## config.mk

```make
export PLATFORM = sky130hd
export DESIGN_NAME = alu_issue_stage_flat
export DESIGN_NICKNAME = d
export VERILOG_FILES = /design/src/rtl/alu_pkg.sv /design/src/rtl/alu_issue_stage_if.sv /design/src/rtl/alu_issue_decode.sv /design/src/rtl/alu_issue_stage.sv /design/src/flat_wrapper.sv
export SDC_FILE = /design/constraint.sdc
export NUM_CORES = 1
export LEC_CHECK = 0
export BUFFER_PORTS_ARGS = -buffer_cell sky130_fd_sc_hd__buf_2
export CORE_MARGIN = 5
export CORE_UTILIZATION = 40
export DETAILED_ROUTE_END_ITERATION = 6
export PLACE_DENSITY = 0.75
export REMOVE_ABC_BUFFERS = 1
export SLEW_MARGIN = 20
export SYNTH_ARGS = -nofsm -noshare
export SYNTH_HDL_FRONTEND = slang
export SYNTH_SLANG_ARGS = --single-unit
```

## constraint.sdc

```tcl
create_clock -name clk -period 2.6 [get_ports clk]
set_input_delay 0.26 -clock clk [delete_from_list [all_inputs] [get_ports clk]]
set_output_delay 0.26 -clock clk [all_outputs]
set_load 0.005 [all_outputs]
```

## src/rtl/alu_pkg.sv

```systemverilog
// Shared constants and the decoded-operand bundle for the ALU issue stage.
package alu_pkg;

  localparam int unsigned DATA_W = 32;
  localparam int unsigned REG_W  = 5;

  localparam logic [3:0] ALU_ADD = 4'd0;
  localparam logic [3:0] ALU_SUB = 4'd1;
  localparam logic [3:0] ALU_AND = 4'd2;
  localparam logic [3:0] ALU_OR  = 4'd3;
  localparam logic [3:0] ALU_XOR = 4'd4;
  localparam logic [3:0] ALU_SLL = 4'd5;
  localparam logic [3:0] ALU_SRL = 4'd6;
  localparam logic [3:0] ALU_SRA = 4'd7;
  localparam logic [3:0] ALU_UGT = 4'd8;
  localparam logic [3:0] ALU_SGT = 4'd9;

  localparam logic [5:0] OPC_RTYPE = 6'h00;
  localparam logic [5:0] OPC_ADDIU = 6'h09;
  localparam logic [5:0] OPC_SLTI  = 6'h0a;
  localparam logic [5:0] OPC_SLTIU = 6'h0b;
  localparam logic [5:0] OPC_ANDI  = 6'h0c;
  localparam logic [5:0] OPC_ORI   = 6'h0d;
  localparam logic [5:0] OPC_XORI  = 6'h0e;
  localparam logic [5:0] OPC_LUI   = 6'h0f;

  localparam logic [5:0] FN_SLL  = 6'h00;
  localparam logic [5:0] FN_SRL  = 6'h02;
  localparam logic [5:0] FN_SRA  = 6'h03;
  localparam logic [5:0] FN_SLLV = 6'h04;
  localparam logic [5:0] FN_SRLV = 6'h06;
  localparam logic [5:0] FN_SRAV = 6'h07;
  localparam logic [5:0] FN_ADDU = 6'h21;
  localparam logic [5:0] FN_SUBU = 6'h23;
  localparam logic [5:0] FN_AND  = 6'h24;
  localparam logic [5:0] FN_OR   = 6'h25;
  localparam logic [5:0] FN_XOR  = 6'h26;
  localparam logic [5:0] FN_SLT  = 6'h2a;
  localparam logic [5:0] FN_SLTU = 6'h2b;

  typedef struct packed {
    logic [DATA_W-1:0] a;
    logic [DATA_W-1:0] b;
    logic [3:0]        op;
    logic [REG_W-1:0]  rd;
    logic              we;
    logic              illegal;
  } issue_t;

endpackage

```

## src/rtl/alu_issue_stage_if.sv

```systemverilog
// Instruction-in / ALU-operands-out handshake bundle of the issue stage.
interface alu_issue_stage_if #(
  parameter int unsigned DW = 32,
  parameter int unsigned RW = 5
);
  logic          in_valid;
  logic          in_ready;
  logic [31:0]   in_instr;
  logic [DW-1:0] in_rs_data;
  logic [DW-1:0] in_rt_data;
  logic          out_valid;
  logic          out_ready;
  logic [DW-1:0] alu_a;
  logic [DW-1:0] alu_b;
  logic [3:0]    alu_op;
  logic [RW-1:0] out_rd;
  logic          out_we;
  logic          out_illegal;

  modport master (
    output in_valid, in_instr, in_rs_data, in_rt_data, out_ready,
    input  in_ready, out_valid, alu_a, alu_b, alu_op, out_rd, out_we, out_illegal
  );

  modport slave (
    input  in_valid, in_instr, in_rs_data, in_rt_data, out_ready,
    output in_ready, out_valid, alu_a, alu_b, alu_op, out_rd, out_we, out_illegal
  );
endinterface

```

## src/rtl/alu_issue_decode.sv

```systemverilog
// Combinational MIPS decode: instruction plus rs/rt data -> ALU operand bundle.
module alu_issue_decode
  import alu_pkg::*;
(
  input  logic [31:0]       instr_i,
  input  logic [DATA_W-1:0] rs_data_i,
  input  logic [DATA_W-1:0] rt_data_i,
  output issue_t            dec_o
);

  logic [5:0]        opcode;
  logic [5:0]        funct;
  logic [4:0]        shamt;
  logic [REG_W-1:0]  rt_idx;
  logic [REG_W-1:0]  rd_idx;
  logic [15:0]       imm;
  logic [DATA_W-1:0] imm_sext;
  logic [DATA_W-1:0] imm_zext;
  logic              legal;
  issue_t            raw;

  assign opcode   = instr_i[31:26];
  assign rt_idx   = instr_i[20:16];
  assign rd_idx   = instr_i[15:11];
  assign shamt    = instr_i[10:6];
  assign funct    = instr_i[5:0];
  assign imm      = instr_i[15:0];
  assign imm_sext = {{(DATA_W-16){imm[15]}}, imm};
  assign imm_zext = {{(DATA_W-16){1'b0}}, imm};

  // rs index only matters to the forwarding muxes in the top.
  logic unused_rs_idx;
  assign unused_rs_idx = ^instr_i[25:21];

  always_comb begin
    raw   = '0;
    legal = 1'b1;
    if (opcode == OPC_RTYPE) begin
      raw.rd = rd_idx;
      raw.a  = rs_data_i;
      raw.b  = rt_data_i;
      case (funct)
        FN_ADDU: raw.op = ALU_ADD;
        FN_SUBU: raw.op = ALU_SUB;
        FN_AND:  raw.op = ALU_AND;
        FN_OR:   raw.op = ALU_OR;
        FN_XOR:  raw.op = ALU_XOR;
        FN_SLLV: begin raw.op = ALU_SLL; raw.a = rt_data_i; raw.b = rs_data_i; end
        FN_SRLV: begin raw.op = ALU_SRL; raw.a = rt_data_i; raw.b = rs_data_i; end
        FN_SRAV: begin raw.op = ALU_SRA; raw.a = rt_data_i; raw.b = rs_data_i; end
        FN_SLL: begin
          raw.op = ALU_SLL;
          raw.a  = rt_data_i;
          raw.b  = {{(DATA_W-5){1'b0}}, shamt};
        end
        FN_SRL: begin
          raw.op = ALU_SRL;
          raw.a  = rt_data_i;
          raw.b  = {{(DATA_W-5){1'b0}}, shamt};
        end
        FN_SRA: begin
          raw.op = ALU_SRA;
          raw.a  = rt_data_i;
          raw.b  = {{(DATA_W-5){1'b0}}, shamt};
        end
        // The ALU only computes A>B, so set-less-than swaps its operands.
        FN_SLT:  begin raw.op = ALU_SGT; raw.a = rt_data_i; raw.b = rs_data_i; end
        FN_SLTU: begin raw.op = ALU_UGT; raw.a = rt_data_i; raw.b = rs_data_i; end
        default: legal = 1'b0;
      endcase
    end else begin
      raw.rd = rt_idx;
      raw.a  = rs_data_i;
      case (opcode)
        OPC_ADDIU: begin raw.op = ALU_ADD; raw.b = imm_sext; end
        OPC_ANDI:  begin raw.op = ALU_AND; raw.b = imm_zext; end
        OPC_ORI:   begin raw.op = ALU_OR;  raw.b = imm_zext; end
        OPC_XORI:  begin raw.op = ALU_XOR; raw.b = imm_zext; end
        OPC_LUI: begin
          raw.op = ALU_SLL;
          raw.a  = imm_zext;
          raw.b  = DATA_W'(16);
        end
        OPC_SLTI:  begin raw.op = ALU_SGT; raw.a = imm_sext; raw.b = rs_data_i; end
        OPC_SLTIU: begin raw.op = ALU_UGT; raw.a = imm_sext; raw.b = rs_data_i; end
        default:   legal = 1'b0;
      endcase
    end

    if (legal) begin
      dec_o    = raw;
      dec_o.we = (raw.rd != '0);
    end else begin
      dec_o         = '0;
      dec_o.illegal = 1'b1;
    end
  end

endmodule

```

## src/rtl/alu_issue_stage.sv

```systemverilog
// ALU issue stage: optional operand forwarding, decode, one-entry valid/ready register.
// Build option: define ALU_ISSUE_FORWARD_EN to bypass EX/MEM results onto rs/rt.
module alu_issue_stage
  import alu_pkg::*;
#(
  parameter int unsigned DW = DATA_W,
  parameter int unsigned RW = REG_W
) (
  input  logic          clk,
  input  logic          reset,
  input  logic          flush,
  input  logic          fwd_ex_we,
  input  logic [RW-1:0] fwd_ex_rd,
  input  logic [DW-1:0] fwd_ex_data,
  input  logic          fwd_mem_we,
  input  logic [RW-1:0] fwd_mem_rd,
  input  logic [DW-1:0] fwd_mem_data,
  alu_issue_stage_if.slave bus
);

  logic [DW-1:0] rs_val;
  logic [DW-1:0] rt_val;

`ifdef ALU_ISSUE_FORWARD_EN
  logic [RW-1:0] rs_idx;
  logic [RW-1:0] rt_idx;

  assign rs_idx = RW'(bus.in_instr[25:21]);
  assign rt_idx = RW'(bus.in_instr[20:16]);

  // EX is the younger producer, so it takes precedence over MEM; $0 is never bypassed.
  always_comb begin
    rs_val = bus.in_rs_data;
    if (rs_idx != '0 && fwd_ex_we && fwd_ex_rd == rs_idx) begin
      rs_val = fwd_ex_data;
    end else if (rs_idx != '0 && fwd_mem_we && fwd_mem_rd == rs_idx) begin
      rs_val = fwd_mem_data;
    end
    rt_val = bus.in_rt_data;
    if (rt_idx != '0 && fwd_ex_we && fwd_ex_rd == rt_idx) begin
      rt_val = fwd_ex_data;
    end else if (rt_idx != '0 && fwd_mem_we && fwd_mem_rd == rt_idx) begin
      rt_val = fwd_mem_data;
    end
  end
`else
  logic unused_fwd;
  assign unused_fwd = ^{fwd_ex_we, fwd_ex_rd, fwd_ex_data, fwd_mem_we, fwd_mem_rd, fwd_mem_data};
  assign rs_val = bus.in_rs_data;
  assign rt_val = bus.in_rt_data;
`endif

  issue_t dec;

  alu_issue_decode u_decode (
    .instr_i   (bus.in_instr),
    .rs_data_i (rs_val),
    .rt_data_i (rt_val),
    .dec_o     (dec)
  );

  logic   valid_q, valid_d;
  issue_t entry_q, entry_d;
  logic   load;

  assign bus.in_ready = !valid_q || bus.out_ready;
  assign load         = bus.in_valid && bus.in_ready;

  always_comb begin
    valid_d = valid_q;
    entry_d = entry_q;
    if (flush) begin
      valid_d = 1'b0;
    end else if (load) begin
      valid_d = 1'b1;
      entry_d = dec;
    end else if (bus.out_ready) begin
      valid_d = 1'b0;
    end
  end

  always_ff @(posedge clk) begin
    if (reset) begin
      valid_q <= 1'b0;
      entry_q <= '0;
    end else begin
      valid_q <= valid_d;
      entry_q <= entry_d;
    end
  end

  assign bus.out_valid   = valid_q;
  assign bus.alu_a       = entry_q.a;
  assign bus.alu_b       = entry_q.b;
  assign bus.alu_op      = entry_q.op;
  assign bus.out_rd      = entry_q.rd;
  assign bus.out_we      = entry_q.we;
  assign bus.out_illegal = entry_q.illegal;

endmodule
```

## src/flat_wrapper.sv

```systemverilog
// flat-port wrapper written by rule: the top's interface ports become plain ports
module alu_issue_stage_flat import alu_pkg::*;
#(
  parameter int unsigned DW = DATA_W,
  parameter int unsigned RW = REG_W
)
  (clk, reset, flush, fwd_ex_we, fwd_ex_rd, fwd_ex_data, fwd_mem_we, fwd_mem_rd, fwd_mem_data, bus_in_valid, bus_in_instr, bus_in_rs_data, bus_in_rt_data, bus_out_ready, bus_in_ready, bus_out_valid, bus_alu_a, bus_alu_b, bus_alu_op, bus_out_rd, bus_out_we, bus_out_illegal);
  alu_issue_stage_if #(.DW(DW), .RW(RW)) bus_i ();
  input  logic clk;
  input  logic reset;
  input  logic flush;
  input  logic fwd_ex_we;
  input  logic [RW-1:0] fwd_ex_rd;
  input  logic [DW-1:0] fwd_ex_data;
  input  logic fwd_mem_we;
  input  logic [RW-1:0] fwd_mem_rd;
  input  logic [DW-1:0] fwd_mem_data;
  input wire logic [$bits(bus_i.in_valid)-1:0] bus_in_valid;
  input wire logic [$bits(bus_i.in_instr)-1:0] bus_in_instr;
  input wire logic [$bits(bus_i.in_rs_data)-1:0] bus_in_rs_data;
  input wire logic [$bits(bus_i.in_rt_data)-1:0] bus_in_rt_data;
  input wire logic [$bits(bus_i.out_ready)-1:0] bus_out_ready;
  output wire logic [$bits(bus_i.in_ready)-1:0] bus_in_ready;
  output wire logic [$bits(bus_i.out_valid)-1:0] bus_out_valid;
  output wire logic [$bits(bus_i.alu_a)-1:0] bus_alu_a;
  output wire logic [$bits(bus_i.alu_b)-1:0] bus_alu_b;
  output wire logic [$bits(bus_i.alu_op)-1:0] bus_alu_op;
  output wire logic [$bits(bus_i.out_rd)-1:0] bus_out_rd;
  output wire logic [$bits(bus_i.out_we)-1:0] bus_out_we;
  output wire logic [$bits(bus_i.out_illegal)-1:0] bus_out_illegal;
  assign bus_i.in_valid = bus_in_valid;
  assign bus_i.in_instr = bus_in_instr;
  assign bus_i.in_rs_data = bus_in_rs_data;
  assign bus_i.in_rt_data = bus_in_rt_data;
  assign bus_i.out_ready = bus_out_ready;
  assign bus_in_ready = bus_i.in_ready;
  assign bus_out_valid = bus_i.out_valid;
  assign bus_alu_a = bus_i.alu_a;
  assign bus_alu_b = bus_i.alu_b;
  assign bus_alu_op = bus_i.alu_op;
  assign bus_out_rd = bus_i.out_rd;
  assign bus_out_we = bus_i.out_we;
  assign bus_out_illegal = bus_i.out_illegal;
  alu_issue_stage #(.DW(DW), .RW(RW)) u_core (.clk(clk), .reset(reset), .flush(flush), .fwd_ex_we(fwd_ex_we), .fwd_ex_rd(fwd_ex_rd), .fwd_ex_data(fwd_ex_data), .fwd_mem_we(fwd_mem_we), .fwd_mem_rd(fwd_mem_rd), .fwd_mem_data(fwd_mem_data), .bus(bus_i));
endmodule
```

==> flow_summary.toml, run 1 <==
[outcome]
status = "complete, but fails checks"
violations = "DRC"

[cts]
hold_buffers = 0
cts_buffers = 9
clk_pin_slew_worst_paths_ns = 0.08
clock-sinks = 76
root_buffer = "clkbuf_8"
clk_latency_ns = 0.35
clockBufferDepth = 2
cts_setup_buffers = 0
cts_tree = "done"
post_cts_resized = 0
htree_levels = 3

[floorplanning]
ios = 254
core_um2 = 10200
dieArea_um2 = 12600
start_util_pct = 40.7
rows = 37
dieHeight_um = 112
die_w_um = 112

[power]
clock_power_share_pct = 37.4
p_seq_share_pct = 48.9
power_mw = 2.41
switchingPower_mw = 0.647
p_leak_nw = 2.19
ir_drop_v = 0.000188
p_sw_share_pct = 26.9
p_per_area_nw_per_um2 = 452
power.internal_mw = 1.76
pwr-share-comb_pct = 13.8

[final_layout]
seqCellArea_um2 = 1520
fill_cells = 954
mostFrequentLayoutCells = "172 x buf_2, 98 x nand2_1, 76 x dfxtp_1, 62 x a221oi_1, 44 x o31ai_1"
nets = 830
multi_input_area_um2 = 2400
drive_gt1_share_pct = 34.4
final_common_cell = "buf_2"
instances_no_fill = 793
diodes = 0
area_delta_synth_final_pct = 27.9

[timing]
finalCriticalPeriod_ns = 1.91
finalCritPeriodShare_pct = 73.6
finalSetupViolCount = 0
hold_viol = 0
setup_tns_ns = 0
rsz0062_at_grt = "no"
max_freq_mhz = 523
tightest_slew_ns = 0.783
slew_viol_final = 0
clock_skew_ns = 0.00906
maxSlewHeadroom_pct = 47.8

[global_route]
grt_first_pass_wirelength_um = 24600
grt_pass1_vias = 4863
grt_max_degree = 41
antenna_found_initial = 0
overflow = 0
grt_usage_pct = 23.9

[flow_run]
max_cap_viol_count = 0

[detailed_routing]
vias_per_cell = 6.28
top_layer_used = "met4"
drt_pass1_iterations = 7
drtIter0Drc = 519
met3_length_um = 1360
wl_um = 15800
wl_met1_um = 6340
route.detailed.drc = 8
met2_length_um = 7510
antenna_left = 0
vias = 4980
wl_per_cell_um = 19.9

[logic_synthesis]
syn_inst = 501
ys_warn_count = 0
syn_avg_cell_area_um2 = 8.32
synth.distinct_cells = 51
synth_top_area_cell = "dfxtp_1"
synth_edf_count = 0
async_flop_share_pct = 0
synth_ff_type = "dfxtp_1"
netlist_top_cells_area = "dfxtp_1 37%, a221oi_1 13%, nand2_1 8.8%"
synth.cell_area_um2 = 4170
ys_seq_area_share_pct = 36.5
ys_ff_latch = 76
synth_top_area_share_pct = 36.5

[worst_setup_path]
worstPathArrival_ns = 2.17
critPathKind = "reg2reg"
critPathCaptureType = "register"
critPathMaxFanout = 19
crit_required_ns = 2.85
start_kind = "register"

[placed_design]
gp_congestion = 0.860
dp_cells = 778
hpwl_um = 11200
io_buffers = 172

[worst_hold_path]
hold_path.class = "in2reg"
## area by class of cell
| class | instances | area share, % |
|---|---|---|
| Timing Repair Buffer | 193 | 19.3 |
| Clock inverter | 2 | 0.657 |
| Multi-Input combinational cell | 368 | 45.1 |
| Inverter | 5 | 0.352 |
| Sequential cell | 76 | 28.5 |
| Tap cell | 136 | 3.19 |
| Clock buffer | 13 | 2.79 |
## Yosys cell counts, types with 2 or more instances
cell type / number
a21oi_1: 25
a221oi_1: 62
a221oi_2: 9
a222oi_1: 5
a31oi_1: 3
a32oi_1: 9
and2_1: 2
and3_1: 2
buf_2: 12
buf_6: 2
clkbuf_1: 36
dfxtp_1: 76
inv_1: 5
mux2i_1: 5
nand2_1: 98
nand2b_1: 8
nand3b_1: 3
nand4_1: 2
nand4b_1: 2
nor2_1: 22
nor2b_1: 3
nor3_1: 3
nor4_1: 3
o21a_1: 4
o21ai_0: 10
o22ai_1: 16
o31a_1: 2
o31ai_1: 44
or3_1: 4
or4_1: 3
## state kept, by name, summed over array words and instances, names as in the netlist
name and cells:
u_core.bus.out_illegal 1, u_core.bus.alu_a 32, u_core.bus.alu_b 32, u_core.bus.out_valid 1
u_core.bus.alu_op 4, u_core.bus.out_rd 5, u_core.bus.out_we 1
## through the flow
step           hold WS, ns  setup slack (ns)  utilization (%)  cell area, µm²
6_report            0.0665             0.687             52.1            5330
4_1_cts             0.0549             0.675             52.1            5330
3_3_place_gp         0.431             0.286             50.3            5140
2_1_floorplan        0.326             -1.40                -            3920
5_1_grt             0.0578             0.481             52.1            5330
3_5_place_dp         0.431             0.327             50.3            5150
## per-layer routing
metal | global-route usage (%) | vias to the layer above
met3 | 3.29 | 38
met5 | 0 | -
met1 | 30.2 | 2379
met4 | 12.4 | 0
met2 | 39.8 | 296
li1 | - | 2267
## cells by family (layout without fill, tap and decap cells)
| kind of cell | count (synthesis) | after routing | synth area share (%) |
|---|---|---|---|
| compound gates | 198 | 198 | 37.3 |
| simple gates | 164 | 164 | 18.4 |
| flops | 76 | 76 | 36.5 |
| buf+inv | 57 | 213 | 6.33 |
| mux | 5 | 5 | 1.20 |
| xor+xnor | 1 | 1 | 0.210 |
## power by group through the flow
stage	registers, mW	logic, mW	clock network, mW
CTS	1.18	0.324	0.910
floorplan	1.20	0.122	0
global placement	1.20	0.312	0
detailed placement	1.20	0.323	0
global route	1.18	0.357	0.958
finish	1.18	0.331	0.900
## final timing paths
kind	slack (ns)	depth (start not counted)	from	to
setup / recovery	0.69	4	u_core.bus.out_valid$_SDFFE_PP0P_	u_core.bus.alu_op[0]$_SDFFE_PP0P_
hold / removal	0.07	2	flush	u_core.bus.out_valid$_SDFFE_PP0P_
setup reg to reg	0.69	4	u_core.bus.out_valid$_SDFFE_PP0P_	u_core.bus.alu_op[0]$_SDFFE_PP0P_
hold reg to reg	0.45	2	u_core.bus.alu_b[19]$_SDFFE_PP0P_	u_core.bus.alu_b[19]$_SDFFE_PP0P_
## critical path, stage by stage, from the launching register on
cell	delay (ns)
dfxtp_1	0.31
nand2b_1	0.10
nand3b_1	0.26
or4_4	0.79
a221oi_1	0.34
(Power assumes the default switching activity.)
==> run 2, diff against run 1 <==
==> constraint.sdc (replaced) <==
create_clock -name clk -period 1.8 [get_ports clk]
set_input_delay 0.18 -clock clk [delete_from_list [all_inputs] [get_ports clk]]
set_output_delay 0.18 -clock clk [all_outputs]
set_load 0.005 [all_outputs]
==> run 2 against run 1 <==
Net effect:
- the flow now finishes without violations
- worst setup slack lost 0.63 ns
- critical endpoint unchanged
- fmax grew 9.5%
- sequential share of layout area down 2.2 points
- highest routed layer unchanged
==> flow_summary.toml, run 2 (synthesized netlist as in run 1, its figures left out) <==
[power]
p_leak_nw = 2.43
power_mw = 3.80
power.internal_mw = 2.79
pwr-share-comb_pct = 14.6
ir_drop_v = 0.000410
switchingPower_mw = 1.01
p_sw_share_pct = 26.5
p_per_area_nw_per_um2 = 656
clock_power_share_pct = 40.6
p_seq_share_pct = 44.8

[final_layout]
drive_gt1_share_pct = 38.7
diodes = 0
stdcell_area_um2 = 5780
area_delta_synth_final_pct = 38.8
final_common_cell = "buf_2"
nets = 870
mostFrequentLayoutCells = "172 x buf_2, 98 x nand2_1, 75 x dfxtp_1, 62 x a221oi_1, 50 x buf_4"

[floorplanning]
core_um2 = 10200
dieHeight_um = 112
rows = 37
dieArea_um2 = 12600
start_util_pct = 40.7
die_w_um = 112
ios = 254

[timing]
maxSlewHeadroom_pct = 65.5
slew_viol_final = 0
rsz0062_at_grt = "no"
finalCritPeriodShare_pct = 97.1
max_freq_mhz = 572
clock_skew_ns = 0.00843
holdWs_ns = 0.0827
finalCriticalPeriod_ns = 1.75
tightest_slew_ns = 0.513
finalSetupViolCount = 0
setup_tns_ns = 0
setup_ws_ns = 0.0526
hold_viol = 0

[cts]
clockBufferDepth = 2
clk_latency_ns = 0.35
clk_pin_slew_worst_paths_ns = 0.09
cts_buffers = 9
htree_levels = 3
clock-sinks = 76
cts_tree = "done"
root_buffer = "clkbuf_8"

[placed_design]
dpl-instance-area_um2 = 5490
gp_congestion = 0.818
hpwl_um = 11400
pre_cts_ws_ns = -0.226
io_buffers = 172

[worst_setup_path]
critPathCaptureType = "register"
cpMaxStageDelayCell = "or4_4"
critPathMaxFanout = 10
ff2ff_setup_slack_ns = 0.05
timing.rr.start = "u_core.bus.out_valid$_SDFFE_PP0P_"
worstPathArrival_ns = 2.00
r2r_cells = 5
crit_required_ns = 2.05
reg2reg_to = "u_core.bus.alu_op[0]$_SDFFE_PP0P_"
path_buf_inv = 1
critPathKind = "reg2reg"
start_kind = "register"
cp_top_family = "simple AND/OR/NAND/NOR gates"
cp-startpoint = "u_core.bus.out_valid$_SDFFE_PP0P_"
crit_chain = "nand2b_1, nand3b_1, buf_6, or4_4, a221oi_1"
slowest_delay_ns = 0.61
cp-endpoint = "u_core.bus.alu_op[0]$_SDFFE_PP0P_"
path_depth = 5

[global_route]
grt_max_degree = 42
grt_pass1_vias = 5143
antenna_found_initial = 0
grt_usage_pct = 24.5
overflow = 0
grt_first_pass_wirelength_um = 25300

[flow_run]
max_cap_viol_count = 0

[detailed_routing]
vias_per_cell = 6.14
vias = 5123
wl_um = 15900
drt_pass1_iterations = 6
drtIter0Drc = 657
antenna_left = 0
top_layer_used = "met4"
met2_length_um = 7690
wl_met1_um = 6190
route.detailed.drc = 0
wl_per_cell_um = 19.1
met3_length_um = 1450

[outcome]
status = "finished clean"

[worst_hold_path]
hold_path.class = "in2reg"
## run 2: cell types whose count changed in the layout (fill, tap and decap cells not counted), moves of 2 or more
cell        change
clkinvlp_4      +2
buf_12          +7
clkbuf_1        -3
buf_4          +30
## run 2: power by group through the flow
stage               clock network, mW  logic (mW)  registers, mW
CTS                              1.56       0.534           1.70
global route                     1.63       0.597           1.70
finish                           1.54       0.553           1.70
global placement                    0       0.510           1.74
detailed placement                  0       0.525           1.74
floorplan                           0       0.177           1.74
## run 2: worst min path at each step
stage,start,end,slack [ns],cells after the start
2_1_floorplan,reset,u_core.bus.alu_a[16]$_SDFFE_PP0P_,0.25,1
3_3_place_gp,flush,u_core.bus.out_valid$_SDFFE_PP0P_,0.35,2
3_5_place_dp,flush,u_core.bus.out_valid$_SDFFE_PP0P_,0.37,2
4_1_cts,bus_in_valid,u_core.bus.out_valid$_SDFFE_PP0P_,0.08,3
5_1_grt,bus_in_valid,u_core.bus.out_valid$_SDFFE_PP0P_,0.07,3
6_report,bus_in_valid,u_core.bus.out_valid$_SDFFE_PP0P_,0.08,3
## run 2: layout make-up
type	instances	area, µm²
inverters	5	18.8
fillers	930	4450
flip-flops and latches	76	1520
clock buffers	11	151
clock inverters	5	83.8
multi-input cells	369	2420
well taps	136	170
repair buffers	232	1420
## run 2: layer usage
layer  GRT usage [%]  vias to the layer above
met4            11.4                        0
met3            5.34                       52
met5               0                        -
li1                -                     2347
met2            40.4                      316
met1            30.5                     2408
## run 2: stage by stage
| stage | utilization [%] | std cells |
|---|---|---|
| after global placement | 53.7 | 813 |
| after floorplan | - | 449 |
| after CTS | 56.3 | 832 |
| after detailed placement | 53.7 | 813 |
| after global routing | 56.5 | 834 |
| final | 56.5 | 834 |
## run 2: timing repair
item                                   CTS  global route
gates cloned                             1             0
endpoints found under the hold margin    1             0
pin swaps                                2             4
hold buffers                             1             0
setup buffers                            1             3
gates resized for setup                  1             3
setup endpoints to repair               40            30
## run 2: worst reg2reg max path, delay by kind of cell (launching register included)
kind,cells,cell delay (ns)
AOI/OAI and AO/OA,1,0.34
buffers and inverters,1,0.16
DFF,1,0.33
and+or+nand+nor,3,0.81
==> run 3, diff against run 2 <==
--- a/config.mk
+++ b/config.mk
@@ -10,7 +10,6 @@
 export CORE_UTILIZATION = 40
 export DETAILED_ROUTE_END_ITERATION = 6
 export PLACE_DENSITY = 0.75
-export REMOVE_ABC_BUFFERS = 1
 export SLEW_MARGIN = 20
 export SYNTH_ARGS = -nofsm -noshare
 export SYNTH_HDL_FRONTEND = slang
==> run 3 against run 2 <==
Net effect:
- die area did not move
- sequential share of layout area is 0.17 points lower
- clock-buffer cell count fell by 1
- sequential cell count stayed put
- cell count is 0.60% higher
- critical path type unchanged
- worst hold slack worse by 0.021 ns
- first-iteration DRC count decreased by 35%
- power decreased by 1.0%
==> flow_summary.toml, run 3 (synthesized netlist as in run 1, its figures left out) <==
[final_layout]
stdcell_area_um2 = 5820
final_common_cell = "buf_2"
nets = 874
instances_no_fill = 839
fin_util_pct = 56.9
mostFrequentLayoutCells = "172 x buf_2, 98 x nand2_1, 75 x dfxtp_1, 59 x a221oi_1, 55 x buf_4"
drive_gt1_share_pct = 39.7
seqCellArea_um2 = 1520
multi_input_area_um2 = 2450
fill_cells = 916
area_delta_synth_final_pct = 39.7

[placed_design]
hpwl_um = 11800
dp_cells = 818
dpl-instance-area_um2 = 5510
pre_cts_ws_ns = -0.300
io_buffers = 172
gp_congestion = 0.876

[worst_setup_path]
critPathKind = "reg2reg"
critPathMaxFanout = 10
worstPathArrival_ns = 2.02
slowest_delay_ns = 0.65
critPathCaptureType = "register"
start_kind = "register"
r2r_cells = 5
crit_required_ns = 2.06
cpMaxStageDelayCell = "or4_4"
crit_chain = "nand2b_4, nand3b_1, or4_4, buf_4, a221oi_1"

[global_route]
grt_max_degree = 35
antenna_found_initial = 1
grt_pass1_vias = 4990
grt_usage_pct = 24.0
overflow = 0
grt_first_pass_wirelength_um = 25000

[cts]
clockBufferDepth = 2
cts_tree = "done"
root_buffer = "clkbuf_8"
cts_buffers = 9
htree_levels = 3
clk_latency_ns = 0.35
clk_pin_slew_worst_paths_ns = 0.08
clock-sinks = 76

[floorplanning]
ios = 254
core_um2 = 10200
start_util_pct = 40.7
rows = 37
dieHeight_um = 112
dieArea_um2 = 12600
die_w_um = 112

[timing]
tightest_slew_ns = 0.817
rsz0062_at_grt = "yes"
holdWs_ns = 0.0615
finalSetupViolCount = 0
slew_viol_final = 0
finalCritPeriodShare_pct = 97.6
max_freq_mhz = 569
finalCriticalPeriod_ns = 1.76
setup_ws_ns = 0.0424
maxSlewHeadroom_pct = 45.5
clock_skew_ns = 0.00525
hold_viol = 0

[detailed_routing]
wl_per_cell_um = 19.0
vias = 5129
vias_per_cell = 6.11
route.detailed.drc = 0
drt_pass1_iterations = 5
drtIter0Drc = 425
antenna_left = 0
wl_um = 16000

[worst_hold_path]
hold_path.class = "in2reg"
hold_path_depth = 3

[logic_synthesis]
syn_nets = 678

[power]
ir_drop_v = 0.000401
p_leak_nw = 2.45
p_per_area_nw_per_um2 = 646

[outcome]
status = "finished clean"

[flow_run]
max_cap_viol_count = 0
run 3: cell count changes in the layout (fill, tap and decap cells not counted), sizes merged:
cell	delta
buf	+5
clkbuf	-1
clkinv	+1
clkinvlp	-1
diode	+1
inv	+1
or4	-1
run 3: final timing paths:
check,startpoint,end,slack (ns)
setup / recovery,u_core.bus.out_valid$_SDFFE_PP0P_,u_core.bus.alu_op[1]$_SDFFE_PP0P_,0.04
hold / removal,bus_in_valid,u_core.bus.out_valid$_SDFFE_PP0P_,0.06
setup reg to reg,u_core.bus.out_valid$_SDFFE_PP0P_,u_core.bus.alu_op[1]$_SDFFE_PP0P_,0.04
hold reg to reg,u_core.bus.alu_b[22]$_SDFFE_PP0P_,u_core.bus.alu_b[22]$_SDFFE_PP0P_,0.45
run 3: metrics by stage:
stage / power [mW] / TNS (ns)
finish: 3.76 / 0
floorplan: 1.97 / -2.25
global placement: 2.25 / -6.73
detailed placement: 2.27 / -10.47
CTS: 3.75 / 0
global route: 3.89 / -0.0526
run 3: cell type report:
class | count | share of cell area [%]
diodes | 1 | 0.0430
multi-input cells | 368 | 42.2
clock inverters | 6 | 1.48
repair buffers | 237 | 24.5
inverters | 5 | 0.322
well taps | 136 | 2.92
flip-flops and latches | 76 | 26.2
clock buffers | 10 | 2.36
run 3: routing by layer:
| metal | track usage (%) | share of wire, % | vias up |
|---|---|---|---|
| met5 | 0 | 0 | - |
| met4 | 9.29 | 2.6 | 0 |
| met3 | 4.96 | 9.2 | 38 |
| met2 | 40.9 | 49 | 313 |
| met1 | 29.9 | 39 | 2424 |
| li1 | - | - | 2354 |
run 3: what timing repair did:
item | 4_1_cts | 5_1_grt
endpoints found under the setup margin | 0 | 33
resized for setup | 0 | 10
hold buffers | 1 | 0
endpoints found under the hold margin | 1 | 0
buffers inserted | 0 | 3
run 3: power breakdown:
part | leakage, nW | total (mW) | switching, mW | internal [mW]
Clock | 0.113 | 1.51 | 0.687 | 0.819
Combinational | 1.73 | 0.551 | 0.315 | 0.237
Sequential | 0.613 | 1.70 | 0.00812 | 1.69
Total | 2.45 | 3.76 | 1.01 | 2.75
run 3: worst max-delay path: cells and delay by family, from the launching register on:
family                 cells  cell delay (ns)
buffers and inverters      1             0.19
and+or+nand+nor            3             0.87
DFF                        1             0.34
AOI/OAI and AO/OA          1             0.26
